**src/rtl/fetch_pc_gen_if.sv**
```systemverilog
// Instruction-memory fetch request channel.
//   req_valid      : fetch request valid (master -> slave)
//   req_pc         : fetch address (master -> slave)
//   req_pred_taken : request target came from a BTB prediction (master -> slave)
//   req_ready      : memory accepts the request (slave -> master)
interface fetch_pc_gen_if #(
    parameter int unsigned ADDR_WIDTH = 32
);
    logic                  req_valid;
    logic [ADDR_WIDTH-1:0] req_pc;
    logic                  req_pred_taken;
    logic                  req_ready;

    modport master (
        output req_valid,
        output req_pc,
        output req_pred_taken,
        input  req_ready
    );

    modport slave (
        input  req_valid,
        input  req_pc,
        input  req_pred_taken,
        output req_ready
    );
endinterface

```
**src/rtl/fetch_pc_gen.sv**
```systemverilog
// Next-PC generator for the fetch stage. Holds the fetch PC, issues imem requests and
// drives npc as the BTB lookup address.
// Ports:
//   clk, rst        : clock, synchronous active-high reset
//   redirect_valid  : controller redirect (mispredict/trap) this cycle
//   redirect_pc     : redirect target
//   btb_hit         : BTB hit for the current req_pc
//   btb_pred_pc     : BTB predicted target for req_pc
//   stall           : downstream stall, blocks PC advance
//   imem            : fetch request channel (req_valid/req_pc/req_pred_taken/req_ready)
//   npc             : value the PC register takes at the next posedge
module fetch_pc_gen #(
    parameter int unsigned            ADDR_WIDTH = 32,
    parameter logic [ADDR_WIDTH-1:0]  RESET_PC   = '0,
    parameter int unsigned            INSN_BYTES = 4
) (
    input  logic                  clk,
    input  logic                  rst,
    input  logic                  redirect_valid,
    input  logic [ADDR_WIDTH-1:0] redirect_pc,
    input  logic                  btb_hit,
    input  logic [ADDR_WIDTH-1:0] btb_pred_pc,
    input  logic                  stall,
    fetch_pc_gen_if.master        imem,
    output logic [ADDR_WIDTH-1:0] npc
);

    localparam logic [1:0] BOOT = 2'd0;
    localparam logic [1:0] RUN  = 2'd1;
    localparam logic [1:0] PEND = 2'd2;

    localparam logic [ADDR_WIDTH-1:0] INC = ADDR_WIDTH'(INSN_BYTES);

    logic [1:0]            state;
    logic [1:0]            state_next;
    logic [ADDR_WIDTH-1:0] pc;
    logic [ADDR_WIDTH-1:0] pend_pc;
    logic [ADDR_WIDTH-1:0] pend_pc_next;
    logic                  req_valid;
    logic                  pred_taken;
    logic                  pred_taken_next;
    logic                  adv;

    assign adv = req_valid & imem.req_ready & ~stall;

    assign imem.req_valid      = req_valid;
    assign imem.req_pc         = pc;
    assign imem.req_pred_taken = pred_taken;

    // State, PC and registered request outputs.
    always_ff @(posedge clk) begin
        if (rst) begin
            state      <= BOOT;
            pc         <= RESET_PC;
            pend_pc    <= '0;
            req_valid  <= 1'b0;
            pred_taken <= 1'b0;
        end else begin
            state      <= state_next;
            pc         <= npc;
            pend_pc    <= pend_pc_next;
            req_valid  <= (state_next != BOOT);
            pred_taken <= pred_taken_next;
        end
    end

    // Next-state and next-PC selection.
    always_comb begin
        state_next      = state;
        npc             = pc;
        pend_pc_next    = pend_pc;
        pred_taken_next = pred_taken;

        if (rst) begin
            state_next      = BOOT;
            npc             = RESET_PC;
            pend_pc_next    = '0;
            pred_taken_next = 1'b0;
        end else begin
            case (state)
                BOOT:    state_next = RUN;
                RUN:     if (redirect_valid && stall && !adv) state_next = PEND;
                PEND:    if (!redirect_valid && adv) state_next = RUN;
                default: state_next = BOOT;
            endcase

            // A redirect flushes the outstanding request, so it ignores the hold rule.
            if (redirect_valid) begin
                npc             = redirect_pc;
                pred_taken_next = 1'b0;
                if (state_next == PEND) pend_pc_next = redirect_pc;
            end else if (state == PEND) begin
                // The redirect target is fetched unpredicted; the BTB is not consulted.
                if (adv) begin
                    npc             = pend_pc + INC;
                    pred_taken_next = 1'b0;
                end
            end else if (adv && btb_hit) begin
                npc             = btb_pred_pc;
                pred_taken_next = 1'b1;
            end else if (adv) begin
                npc             = pc + INC;
                pred_taken_next = 1'b0;
            end
        end
    end

endmodule

```
**src/flat_wrapper.sv**
```systemverilog
// flat-port wrapper written by rule: the top's interface ports become plain ports
module fetch_pc_gen_flat 
#(
    parameter int unsigned            ADDR_WIDTH = 32,
    parameter logic [ADDR_WIDTH-1:0]  RESET_PC   = '0,
    parameter int unsigned            INSN_BYTES = 4
)
  (clk, rst, redirect_valid, redirect_pc, btb_hit, btb_pred_pc, stall, npc, imem_req_valid, imem_req_pc, imem_req_pred_taken, imem_req_ready);
  fetch_pc_gen_if #(.ADDR_WIDTH(ADDR_WIDTH)) imem_i ();
  input  logic clk;
  input  logic rst;
  input  logic redirect_valid;
  input  logic [ADDR_WIDTH-1:0] redirect_pc;
  input  logic btb_hit;
  input  logic [ADDR_WIDTH-1:0] btb_pred_pc;
  input  logic stall;
  output logic [ADDR_WIDTH-1:0] npc;
  output wire logic [$bits(imem_i.req_valid)-1:0] imem_req_valid;
  output wire logic [$bits(imem_i.req_pc)-1:0] imem_req_pc;
  output wire logic [$bits(imem_i.req_pred_taken)-1:0] imem_req_pred_taken;
  input wire logic [$bits(imem_i.req_ready)-1:0] imem_req_ready;
  assign imem_req_valid = imem_i.req_valid;
  assign imem_req_pc = imem_i.req_pc;
  assign imem_req_pred_taken = imem_i.req_pred_taken;
  assign imem_i.req_ready = imem_req_ready;
  fetch_pc_gen #(.ADDR_WIDTH(ADDR_WIDTH), .RESET_PC(RESET_PC), .INSN_BYTES(INSN_BYTES)) u_core (.clk(clk), .rst(rst), .redirect_valid(redirect_valid), .redirect_pc(redirect_pc), .btb_hit(btb_hit), .btb_pred_pc(btb_pred_pc), .stall(stall), .imem(imem_i), .npc(npc));
endmodule
```
**config.mk**
```make
export PLATFORM = sky130hd
export DESIGN_NAME = fetch_pc_gen_flat
export DESIGN_NICKNAME = d
export VERILOG_FILES = /design/src/rtl/fetch_pc_gen_if.sv /design/src/rtl/fetch_pc_gen.sv /design/src/flat_wrapper.sv
export SDC_FILE = /design/constraint.sdc
export NUM_CORES = 1
export LEC_CHECK = 0
export CAP_MARGIN = 20
export CORE_ASPECT_RATIO = 0.75
export CORE_MARGIN = 2
export CORE_UTILIZATION = 25
export CTS_CLUSTER_DIAMETER = 60
export CTS_CLUSTER_SIZE = 12
export DETAILED_ROUTE_END_ITERATION = 10
export GPL_TIMING_DRIVEN = 0
export HOLD_SLACK_MARGIN = 0.08
export SKIP_LAST_GASP = 1
export SLEW_MARGIN = 40
export SYNTH_ARGS = -nofsm -noshare
export SYNTH_HDL_FRONTEND = slang
export SYNTH_SLANG_ARGS = --single-unit
```
**constraint.sdc**
```tcl
create_clock -name clk -period 4.2 [get_ports clk]
set_input_delay 0.84 -clock clk [delete_from_list [all_inputs] [get_ports clk]]
set_output_delay 0.84 -clock clk [all_outputs]
set_load 0.01 [all_outputs]
```
# == Word-level counts from Yosys, hierarchy flattened ==
# Cells that the tools add are included.
# W data, S select, Z words.
# totals
ff_bits,68
latchBits,0
ramBits,0
romBits,0
in_bits,70
out_inout_bits,66
elab_cells,37
mem_count,0
# classes
n_addsub,2
mul,0
div,0
n_lt_le_gt_ge,0
eq_ne,3
n_shift,0
n_mux,14
bitwise,3
n_reduce_logical,10
# ops
operator,n
$mux W32,6
$add A32 B3 Y32 const B,2
$mux W2,4
$pmux W2 S3,1
$eq A2 B2 Y1 const B,2
$logic_and A1 B1 Y1,4
$mux W1,3
$and A1 B1 Y1,2
$eq A2 B1 Y1 const B,1
$logic_not A1 Y1,2
$logic_not A2 Y1,1
$reduce_and A2 Y1,1
$reduce_bool A2 Y1,1
$reduce_or A2 Y1,1
$not A1 Y1,1

# == Depth between registers and ports, before layout ==
# Gate-level depths: netlist of run 1.
# depth
word_depth,9
depth_mapped,8
depth_no_buf,7

# == Least setup slack after synthesis of run 1 ==
# Ideal clock, no wire load.
# synth_timing
path_kind,input port to output port
startpoint,in stall
endpoint,out npc[15]
arrival_ns,2.343
required_ns,3.360
path_slack_ns,1.017
stages,6
path_buffers,0
path_cell_list,nand3b_1 -> or3_1 -> or3_1 -> a31oi_1 -> nor3_1 -> nor3_1
# synth_via
elab_chain_cells,7
word_cells_on_any_way,9
classes_between,6 x mux; 2 x bitwise; 1 x reduce/logical
# synth_rtl
element,line_no,text
"start, declared",flat_wrapper.sv:16,input logic stall;
$not A1 Y1 (*),fetch_pc_gen.sv:44,assign adv = req_valid & imem.req_ready & ~stall;
$and A1 B1 Y1 (*),fetch_pc_gen.sv:44,
$mux W32 / $logic_and A1 B1 Y1 (equally long branches),"fetch_pc_gen.sv:101, fetch_pc_gen.sv:98",
$mux W32,fetch_pc_gen.sv:98,end else if (adv && btb_hit) begin
$mux W32 (*),fetch_pc_gen.sv:92,end else if (state == PEND) begin
$mux W32 (*),fetch_pc_gen.sv:88,if (redirect_valid) begin
$mux W32 (*),fetch_pc_gen.sv:74,if (rst) begin
"end, declared",flat_wrapper.sv:17,output logic [ADDR_WIDTH-1:0] npc;
# Every way passes the cells marked *; elsewhere a longest branch is shown, timed or not.

# == Worst setup path in the final report of run 1 ==
# layout_timing
startpoint,in imem_req_ready
endpoint,out npc[29]
# layout_via
elab_chain_cells,7
word_cells_on_any_way,9
classes_between,6 x mux; 2 x bitwise; 1 x reduce/logical
# layout_rtl
element,line_no,text
"start, declared",flat_wrapper.sv:21,input wire logic [$bits(imem_i.req_ready)-1:0] imem_req_ready;
$and A1 B1 Y1 (*) (2 in series),fetch_pc_gen.sv:44,
$mux W32 / $logic_and A1 B1 Y1 (equally long branches),"fetch_pc_gen.sv:101, fetch_pc_gen.sv:98",
$mux W32,fetch_pc_gen.sv:98,
$mux W32 (*),fetch_pc_gen.sv:92,
$mux W32 (*),fetch_pc_gen.sv:88,
$mux W32 (*),fetch_pc_gen.sv:74,
# Marks and branches as above.

==> impl_metrics.csv, run 1 <==
group,metric,value,unit
detailed_routing,drt-total-wl,19.91,mm
synth,syn_area,0.004579,mm²
synth,synth_edf_count,0,
synth,ys_seq_elements,68,
layout,final_cells,1021,
power_and_ir_drop,p_per_area,285.9,mW/mm²
layout,final_util,37.60,%
run_status,status,"finished clean",
clocking,cts_hold_buffers,0,
synth,yosysUniqueCellTypes,54,
sta,slew_headroom,42.49,%
setup_path,r2r_slack,1.76,ns
synth,yosysWarnings,0,
sta,setup_viol,0,
grt,grt_max_degree,12,
detailed_routing,drt_iter0_markers,492,
place,io_buffers,134,
synth,synthCells,627,
clocking,cts_buffer_depth,2,
grt,gr-total-overflow,0,
synth,ys_seq_area_share,29.73,%
power_and_ir_drop,p_leak,2.390,nW
setup_path,worst_path_max_delay_cell,"clkdlybuf4s50_1",
clocking,clk_latency,0.34,ns
setup_path,start_kind,"input port",
synth,ys_top_cells_by_area,"dfxtp_1, a21oi_1, nand2_1, xnor2_1, nor2_1",
detailed_routing,dr.pass1.iters,7,
place,placed_area,0.006228,mm²
sta,fmaxAchievable,0.2418,GHz
hold_path,hold-path-endpoint,"u_core.pend_pc[0]",
setup_path,required,3.36,ns
clocking,clkSlewWorstSetupHoldPaths,0.06,ns
grt,grtUsageTotal,20.44,%
floorplanning,core-area,0.01781,mm²
detailed_routing,wl_per_cell,19.50,µm
setup_path,path_max_fanout,6,
setup_path,regToRegEndpoint,"u_core.imem.req_pc[24]",
sta,rsz0062_at_grt,"yes",
sta,worst_pin_slew,0.8580,ns
setup_path,reg2reg_depth,8,
sta,finalClockSkew,0.007501,ns
setup_path,path_common_cell,"clkdlybuf4s50_1",
sta,drv_slew,0,
detailed_routing,antenna_left,0,
sta,fin_crit_sh,98.49,%
floorplanning,die_h,121.2,µm
clocking,cts-root-buf,"clkbuf_16",
grt,grt_pass1_wl,29.97,mm
setup_path,path_buf_inv,3,
grt,first_global_vias,4945,
layout,final_nets,846,
clocking,htreeDepth,3,
setup_path,worstPathCellList,"clkdlybuf4s50_1, nand3b_1, buf_4, or3_4, nor4_4, xnor2_1, a21oi_1, a211o_1, clkdlybuf4s50_1",
synth,syn-mean-instance-area,7.304,µm²
hold_path,holdPathStages,2,
layout,area_delta_synth_final,46.26,%
floorplanning,num_rows,42,
synth,synth_nets,699,
detailed_routing,num_vias,5468,
synth,yosysTopAreaCell,"dfxtp_1",
layout,fin_area,0.006698,mm²
job,maxCapViolations,0,
synth,synth-async-reset-ratio,0,%
synth,ys.flop_type,"dfxtp_1",
layout,drive_above_1_share,8.601,%
floorplanning,boundaryPins,136,
detailed_routing,vias_per_cell,5.356,
layout,n_antenna_cell,0,
setup_path,cp-end-kind,"output pin",
power_and_ir_drop,ir_worst_vdd,0.1515,mV
clocking,cts_buffers,9,
floorplanning,initial_core_util,25.71,%
grt,grt_antenna_before_repair,0,
sta,period_minus_slack,4.136,ns
place,gp_congestion,0.8791,
place,dp_hpwl,15.14,mm
setup_path,arrival,3.30,ns
floorplanning,dieArea,0.01943,mm²
setup_path,crit_family,"buffers and inverters",
sta,whs,0.4603,ns
setup_path,path_class,"input port to output pin",
sta,finalHoldViolCount,0,
synth,synth_common_cells,"nand2_1, a21oi_1, dfxtp_1, nor2_1, o21ai_0",
clocking,cts_tree,"yes",
floorplanning,die_w,160.3,µm
hold_path,min_from,"u_core.pend_pc[0]",
synth,synth.most_common_cell,"nand2_1",
clocking,clock_sinks,68,
detailed_routing,drc,0,
synth,yosysTopAreaCellShare,29.73,%
place,placed_cells,1003,
setup_path,r2r_start,"u_core.pend_pc[2]",
hold_path,hold_path.class,"flop to flop",
setup_path,max_stage_delay,0.54,ns
-- layer usage --
| metal | part of all wire, % | global-route usage (%) |
|---|---|---|
| met3 | 10 | 5.468 |
| met4 | 2.6 | 6.025 |
| met5 | 0 | 0 |
| met1 | 46 | 30.22 |
| met2 | 41 | 28.68 |
-- how the worst max path moves through the flow --
| stage | startpoint | to | slack (ns) | cells past startpoint |
|---|---|---|---|---|
| after global placement | stall | npc[13] | -0.45 | 9 |
| after CTS | stall | npc[27] | -0.12 | 9 |
| after global routing | imem_req_ready | npc[27] | -0.03 | 9 |
| after floorplan | stall | npc[15] | 1.02 | 6 |
| after detailed placement | stall | npc[13] | -0.44 | 9 |
| final | imem_req_ready | npc[29] | 0.06 | 9 |
-- power breakdown --
part / internal, W / switching, W / leakage, nW
clock: 0.000457 / 0.000299 / 0.139
sequential: 0.000681 / 0.0000600 / 0.558
combinational: 0.000207 / 0.000211 / 1.69
-- stage by stage --
step / setup WS, ns / power (W) / setup TNS, ns
CTS: -0.1247 / 0.001909 / -0.3300
finish: 0.06358 / 0.001915 / 0
global placement: -0.4467 / 0.001157 / -7.482
detailed placement: -0.4428 / 0.001159 / -7.166
global route: -0.02822 / 0.001984 / -0.05119
floorplan: 1.017 / 0.0009185 / 0
-- cell usage in the layout (no fill, tap or decap), types with 13 or more instances in the layout --
cell type	instances
nand3_1	23
nand2_1	97
nor3_1	28
nor2_1	50
o21ai_0	37
a21oi_1	75
clkdlybuf4s50_1	125
dfxtp_1	68
a211oi_1	13
clkbuf_1	24
xnor2_1	30
xor2_1	17
nand4_1	19
-- logic make-up (layout without fill, tap and decap cells) --
family / Yosys count / after routing / share of synthesized area (%)
simple gates: 279 / 279 / 31.07
flops: 68 / 68 / 29.73
buf+inv: 47 / 199 / 3.907
mux: 5 / 5 / 1.093
compound gates: 178 / 178 / 24.48
fa+ha+maj: 2 / 2 / 0.5464
xor+xnor: 48 / 48 / 9.180
-- state kept, by name (all words and copies together) (netlist names), named ones only --
register               cells
u_core.state               2
u_core.imem.req_pc        32
u_core.imem.req_valid      1
u_core.pend_pc            32
-- tightest hold or removal path: stages, from the launching register on --
cell and delay (ns):
dfxtp_1 0.31, nand2_1 0.05, a21oi_1 0.05
-- area by class of cell --
cell class | count | area, µm²
well taps | 242 | 302.8
clock inverters | 5 | 52.55
fillers | 1869 | 11120
repair buffers | 136 | 1364
plain buffers | 40 | 186.4
multi-input cells | 512 | 3172
inverters | 7 | 26.28
flip-flops and latches | 68 | 1361
clock buffers | 11 | 232.7
-- repair_timing --
action                                  in CTS  in global routing
resized for setup                           27                 37
pin swaps                                    3                  3
buffers inserted                             2                  0
endpoints found under the setup margin      31                 30
No activity file was read; power rests on OpenSTA's default activity.
==> run 2: changes to the inputs <==
CTS_BUF_LIST = sky130_fd_sc_hd__clkbuf_16   (was default)
==> impl_metrics.csv, run 2 (synthesis gave the netlist of run 1 again) <==
group,metric,value,unit
floorplanning,die_h,121.2,µm
clocking,clkSlewWorstSetupHoldPaths,0.06,ns
place,dp_hpwl,15.14,mm
detailed_routing,wl_met2,8.223,mm
detailed_routing,top_layer,"met4",
sta,worst_pin_slew,0.8658,ns
detailed_routing,num_vias,5473,
sta,finalHoldViolCount,0,
setup_path,path_max_fanout,6,
detailed_routing,m1WireLength,9.143,mm
place,io_buffers,134,
layout,drive_above_1_share,8.601,%
grt,grt_pass1_wl,29.97,mm
sta,finalClockSkew,0.008368,ns
grt,grtUsageTotal,20.44,%
sta,setup_tns,0,ns
clocking,htreeDepth,3,
grt,grt_antenna_before_repair,0,
detailed_routing,dr.pass1.iters,5,
clocking,clock_sinks,68,
clocking,cts_hold_buffers,0,
layout,seqCellArea,0.001361,mm²
sta,fin_ws,0.06008,ns
power_and_ir_drop,p_per_area,285.4,mW/mm²
sta,rsz0062_at_grt,"yes",
layout,final_cell_mix,"clkdlybuf4s50_1, nand2_1, a21oi_1",
floorplanning,initial_core_util,25.71,%
hold_path,hold_path.class,"flop to flop",
grt,first_global_vias,4945,
grt,grt_max_degree,12,
grt,gr-total-overflow,0,
place,gp_congestion,0.8791,
detailed_routing,wl_per_cell,19.52,µm
sta,setup_viol,0,
power_and_ir_drop,ir_worst_vdd,0.1526,mV
floorplanning,dieArea,0.01943,mm²
clocking,cts-root-buf,"clkbuf_16",
detailed_routing,wl_met3,2.049,mm
floorplanning,core-area,0.01781,mm²
sta,slew_headroom,41.96,%
layout,multi_input_area,0.003172,mm²
setup_path,cp-end-kind,"output pin",
setup_path,path_class,"input port to output pin",
clocking,cts_buffer_depth,2,
detailed_routing,vias_per_cell,5.360,
sta,fmaxAchievable,0.2416,GHz
run_status,status,"finished clean",
clocking,clk_latency,0.34,ns
clocking,cts_buffers,9,
layout,final_common_cell,"clkdlybuf4s50_1",
hold_path,holdPathStages,2,
layout,n_antenna_cell,0,
layout,nFillCells,1869,
layout,final_nets,846,
floorplanning,die_w,160.3,µm
setup_path,reg2reg_depth,8,
floorplanning,boundaryPins,136,
sta,period_minus_slack,4.140,ns
detailed_routing,drt-total-wl,19.93,mm
job,maxCapViolations,0,
detailed_routing,drc,0,
setup_path,arrival,3.30,ns
power_and_ir_drop,p_leak,2.398,nW
detailed_routing,drt_iter0_markers,492,
layout,area_delta_synth_final,46.26,%
detailed_routing,antenna_left,0,
setup_path,required,3.36,ns
sta,drv_slew,0,
sta,fin_crit_sh,98.57,%
place,place_ws,-0.4428,ns
setup_path,start_kind,"input port",
clocking,cts_tree,"yes",
floorplanning,num_rows,42,
## run 2: cell count changes in the layout (fill, tap and decap cells not counted), sizes merged
cell    delta
inv        +2
clkbuf     -2
## run 2: worst paths after layout
kind                            endpoint  slack [ns]              start
setup / recovery                 npc[29]        0.06     imem_req_ready
hold / removal         u_core.pend_pc[0]        0.46  u_core.pend_pc[0]
setup reg to reg  u_core.imem.req_pc[24]        1.74  u_core.pend_pc[2]
hold reg to reg        u_core.pend_pc[0]        0.46  u_core.pend_pc[0]
## run 2: stage by stage
| step | area (µm²) | util [%] | total power (W) | hold WS, ns | std cells |
|---|---|---|---|---|---|
| finish | 6698 | 37.60 | 0.001911 | 0.4632 | 1021 |
| global route | 6698 | 37.60 | 0.001980 | 0.5029 | 1021 |
| global placement | 6223 | 34.93 | 0.001157 | 0.4496 | 1003 |
| detailed placement | 6228 | 34.96 | 0.001159 | 0.4506 | 1003 |
| floorplan | 4579 | - | 0.0009185 | 0.4366 | 627 |
| CTS | 6594 | 37.01 | 0.001904 | 0.4598 | 1021 |
## run 2: power by group
part           internal, W  switching, W  total, W
clock             0.000452      0.000300  0.000752
sequential        0.000681     0.0000599  0.000741
combinational     0.000207      0.000211  0.000418
total              0.00134      0.000571   0.00191
## run 2: cell type report
type / instances / area share (%)
inverter: 7 / 0.3923
clock buffer: 9 / 3.363
multi-input combinational: 512 / 47.36
tap: 242 / 4.521
timing repair buffer: 136 / 20.36
buffer: 40 / 2.783
sequential: 68 / 20.33
clock inverter: 7 / 0.8967
## run 2: worst max-delay path, cell delays in order
cell,delay [ns]
clkdlybuf4s50_1,0.51
nand3b_1,0.09
buf_4,0.17
or3_4,0.44
nor4_4,0.20
xnor2_1,0.10
a21oi_1,0.25
a211o_1,0.16
clkdlybuf4s50_1,0.54
## run 2: repair_timing
item | 4_1_cts | 5_1_grt
setup endpoints to repair | 31 | 30
cloned | 0 | 0
resized for setup | 27 | 37
hold endpoints to repair | 0 | 0
buffers inserted | 2 | 0
pin swaps | 3 | 3
## run 2: metal layers
metal	track usage, %	vias up
met4	6.025	0
met3	5.468	33
li1	-	2591
met2	28.68	283
met5	0	-
met1	30.22	2566
==> run 3: changes to the inputs <==
ABC_CLOCK_PERIOD_IN_PS = 4200   (was default)
==> results of run 3 <==
Final layout, timing and power as in run 2 (identical DEF).
